`config.mk`:
```
export PLATFORM = sky130hd
export DESIGN_NAME = sine_rom_arb
export DESIGN_NICKNAME = d
export VERILOG_FILES = /design/src/rtl/sine_rom_arb.sv
export SDC_FILE = /design/constraint.sdc
export NUM_CORES = 1
export LEC_CHECK = 0
export ABC_CLOCK_PERIOD_IN_PS = 2000
export CAP_MARGIN = 30
export CORE_UTILIZATION = 36
export CTS_CLUSTER_DIAMETER = 50
export DETAILED_ROUTE_END_ITERATION = 8
export HOLD_SLACK_MARGIN = 0.12
export PLACE_DENSITY = 0.73
export SYNTH_ARGS = -nofsm -noshare
export SYNTH_HDL_FRONTEND = slang
export SYNTH_SLANG_ARGS = --single-unit
```
`constraint.sdc`:
```
create_clock -name clk -period 2 [get_ports clk]
set_input_delay 0.4 -clock clk [delete_from_list [all_inputs] [get_ports clk]]
set_output_delay 0.4 -clock clk [all_outputs]
set_load 0.01 [all_outputs]
```
`src/rtl/sine_rom_arb.sv`:
```
// Round-robin arbiter that lets NREQ requesters share one single-port sine ROM.
// A grant drives the ROM in the same cycle. The read data returns to the
// winner two cycles later, tagged with a one-hot rvalid.
module sine_rom_arb #(
  parameter int unsigned ADDR_WIDTH = 7,
  parameter int unsigned DATA_WIDTH = 16,
  parameter int unsigned NREQ       = 4
) (
  input  logic                       clk,
  input  logic                       reset_n,
  input  logic                       enable,
  input  logic [NREQ-1:0]            req,
  input  logic [NREQ*ADDR_WIDTH-1:0] addr,
  output logic [NREQ-1:0]            gnt,
  output logic [NREQ-1:0]            rvalid,
  output logic [DATA_WIDTH-1:0]      rdata,
  output logic                       rom_cs,
  output logic [ADDR_WIDTH-1:0]      rom_addr,
  input  logic [DATA_WIDTH-1:0]      rom_dout,
  output logic                       busy
);

  localparam int unsigned PTR_WIDTH = 2;

  logic [PTR_WIDTH-1:0]  ptr;
  logic [PTR_WIDTH-1:0]  win;
  logic [PTR_WIDTH-1:0]  idx;
  logic                  found;
  logic                  grant;
  logic [ADDR_WIDTH-1:0] win_addr;
  logic [ADDR_WIDTH-1:0] addr_shadow;
  logic                  s1_vld;
  logic [PTR_WIDTH-1:0]  s1_idx;

  // Round-robin search starting at ptr; the first active request wins.
  always_comb begin
    win   = '0;
    idx   = '0;
    found = 1'b0;
    for (int k = 0; k < int'(NREQ); k++) begin
      idx = PTR_WIDTH'(ptr + PTR_WIDTH'(k));
      if (!found && req[idx]) begin
        found = 1'b1;
        win   = idx;
      end
    end
  end

  // A grant needs enable and no active reset, so gnt/rom_cs stay low during reset.
  always_comb begin
    grant    = found & enable & reset_n;
    gnt      = '0;
    win_addr = addr[32'(win)*ADDR_WIDTH +: ADDR_WIDTH];
    if (grant) gnt = NREQ'(1) << win;
    rom_cs   = grant;
    rom_addr = grant ? win_addr : addr_shadow;
    busy     = grant | s1_vld | (|rvalid);
  end

  // Pointer advances past the winner. The shadow keeps the last ROM address driven.
  always_ff @(posedge clk or negedge reset_n) begin
    if (!reset_n) begin
      ptr         <= '0;
      addr_shadow <= '0;
    end else if (grant) begin
      ptr         <= win + PTR_WIDTH'(1);
      addr_shadow <= win_addr;
    end
  end

  // Stage 1 tracks the winner while the ROM access is outstanding.
  always_ff @(posedge clk or negedge reset_n) begin
    if (!reset_n) begin
      s1_vld <= 1'b0;
      s1_idx <= '0;
    end else begin
      s1_vld <= grant;
      s1_idx <= win;
    end
  end

  // Stage 2 captures ROM data and tags it for the winner. rdata holds between reads.
  always_ff @(posedge clk or negedge reset_n) begin
    if (!reset_n) begin
      rvalid <= '0;
      rdata  <= '0;
    end else if (s1_vld) begin
      rvalid <= NREQ'(1) << s1_idx;
      rdata  <= rom_dout;
    end else begin
      rvalid <= '0;
    end
  end

endmodule

```
==> flow_summary.json <==
{
  "hold_ws_ns": 0.3305,
  "dp_hpwl_um": 3070,
  "clk_latency_ns": 0.28,
  "crit_path_max_fanout": 5,
  "critPathKind": "flop to output pin",
  "cts_buffers": 5,
  "place_ws_ns": -0.9449,
  "finalInstanceArea_um2": 2953,
  "endpoint_kind": "output pin",
  "synth.top_cells.by_count": "dfrtp_1, mux2_2, nand2_1",
  "fin_nets": 320,
  "synth.net_count": 195,
  "period_minus_slack_ns": 2.382,
  "fmax_mhz": 419.8,
  "min_path_type": "input port to asynchronous set/reset pin",
  "placed_area_um2": 2615,
  "synth_top_area_cell": "dfrtp_1",
  "worst_pin_slew_ns": 0.4036,
  "drive_gt1_frac": 0.3925,
  "met1_usage": 0.2394,
  "ys_warn_count": 0,
  "placementRows": 24,
  "crit_cells": 8,
  "area_growth_pct": 82.24,
  "use_met2": 0.3172,
  "first_pass_iters": 4,
  "cts_root_buf": "clkbuf_8",
  "ys_async_sr_fraction": 1.000,
  "worst-r2r-cell-count": 9,
  "die_width_um": 69.09,
  "start_kind": "flop",
  "io_buffers": 83,
  "cp_common_cell": "buf_4",
  "synth.avg_cell_area_um2": 11.57,
  "utilization": 0.6782,
  "cts.sinks": 32,
  "cts_tree": "built",
  "ys_seq_area_frac": 0.4942,
  "finalCritPeriodShare": 1.191,
  "crit_family": "buffers and inverters",
  "clock_skew_ns": 0.008166,
  "grt_usage": 0.1920,
  "maxSlewViolCount": 0,
  "yosysTopAreaCellShare": 0.4942,
  "total_power_mw": 2.631,
  "vias": 1557,
  "clock_path_buffers": 2,
  "ys.flop_type": "dfrtp_1",
  "relSlewSlack": 0.7309,
  "hold_viol_final": 0,
  "grt_pass1_vias": 1587,
  "diodes": 0,
  "drtIter0Drc": 58,
  "synthCells": 140,
  "critical_path_required_ns": 1.60,
  "p_leak_nw": 1.321,
  "antenna_found_initial": 0,
  "grt-busiest-layer": "met2",
  "yosysMostFrequentCell": "dfrtp_1",
  "drc_errors": 0,
  "routedWlPerCell_um": 13.79,
  "grt_max_degree": 33,
  "pwr_density_cell_nw_per_um2": 891.2,
  "status": "finished with violations",
  "die_area_um2": 4773,
  "crit_chain": "nor2b_4, o21a_1, nor3_2, buf_4, buf_4, mux2i_2, o211ai_2, buf_2",
  "arrival_ns": 1.98,
  "synthTopCellsByArea": "dfrtp_1, mux2_2, mux2i_1",
  "gp_congestion": 0.8122,
  "slowest_delay_ns": 0.44,
  "crit_slowest_cell": "dfrtp_2",
  "coreArea_um2": 4354,
  "violations": "negative setup slack",
  "peakVddDrop_v": 0.0004081,
  "worst-path-buf-inv": 3,
  "grt_util_met3": 0.05702,
  "postRouteAntennaNets": 0,
  "maxCapViolCount": 0,
  "finalSetupViolCount": 11,
  "synth_area_um2": 1620,
  "htree_levels": 2,
  "ys_seq_elements": 32,
  "vias_per_cell": 4.912,
  "start_util": 0.3721,
  "grt_remaining_overflow": 0,
  "rsz0062_at_grt": "true",
  "final.setup.worst_slack_ns": -0.3820,
  "grt_first_pass_wirelength_um": 7348,
  "synth_edf_count": 0,
  "die_y_um": 69.09,
  "routed_wl_um": 4373,
  "clkTransAtPathRegs_ns": 0.07,
  "pin_count": 84,
  "ys_types": 32
}
==> power breakdown <==
part	total, mW	leakage, nW	switching [mW]	internal (mW)
clock network	0.524	0.0503	0.218	0.306
registers	0.863	0.389	0.0744	0.788
logic	1.25	0.882	0.508	0.737
total	2.63	1.32	0.801	1.83
==> logic make-up (layout without fill, tap and decap cells) <==
kind of cell,count (synthesis),count (layout),share of synthesized area
buffers and inverters,10,135,0.04170
and+or+nand+nor,43,43,0.1405
AOI/OAI and AO/OA,28,28,0.1382
adders and majority gates,4,4,0.03089
muxes,23,23,0.1544
DFF,32,32,0.4942
==> per-layer routing <==
layer  up-vias  share of wire
li1        761              -
met1       708           0.43
met2        82           0.47
met3         6          0.080
met4         0          0.014
met5         -              0
==> what timing repair did <==
item,4_1_cts,5_1_grt
hold buffers,0,0
gates resized for setup,88,13
setup endpoints to repair,13,14
setup buffers,20,7
gates cloned,0,0
pin swaps,16,7
==> flip-flops by register name, indices dropped and copies added (netlist names) <==
register / flops
s1_vld: 1
s1_idx: 2
rdata: 16
rvalid: 4
addr_shadow: 7
ptr: 2
==> worst paths after layout <==
check,slack (ns),startpoint,end
max,-0.38,ptr[1]$_DFFE_PN0P_,rom_addr[0]
max reg2reg,0.09,ptr[1]$_DFFE_PN0P_,addr_shadow[0]$_DFF_PN0_
max in group asynchronous,1.35,reset_n,ptr[1]$_DFFE_PN0P_
min,0.33,reset_n,addr_shadow[4]$_DFF_PN0_
min in group clk,0.48,s1_idx[0]$_DFF_PN0_,rvalid[0]$_DFF_PN0_
min reg2reg,0.48,s1_idx[0]$_DFF_PN0_,rvalid[0]$_DFF_PN0_
==> final cells by class <==
type	count	area [um2]
Tap cell	52	65.06
Clock buffer	7	96.34
Fill cell	352	1401
Sequential cell	32	803.3
Inverter	3	18.77
Timing Repair Buffer	125	1117
Multi-Input combinational cell	98	852.1
==> cells in the final DEF, fill, tap and decap left out, types with 2 or more instances in the layout <==
master and instances:
dfrtp_2 2, nand4_1 7, clkdlybuf4s50_1 64, nor2_1 4, o31ai_1 6, ha_4 3
mux2i_2 3, dlygate4sd2_1 4, nand2_1 13, a211o_1 7, mux2i_1 4, and2_1 3
a21o_1 2, mux2_2 16, buf_2 12, clkbuf_8 7, buf_6 8, buf_4 34
dfrtp_1 30, o211ai_1 6, nor2_2 3
==> stage by stage <==
step / TNS, ns / instances
2_1_floorplan: 0 / 140
3_3_place_gp: -11.28 / 287
3_5_place_dp: -11.64 / 287
4_1_cts: -3.363 / 314
5_1_grt: -5.165 / 317
6_report: -3.823 / 317
(Power assumes the default switching activity.)
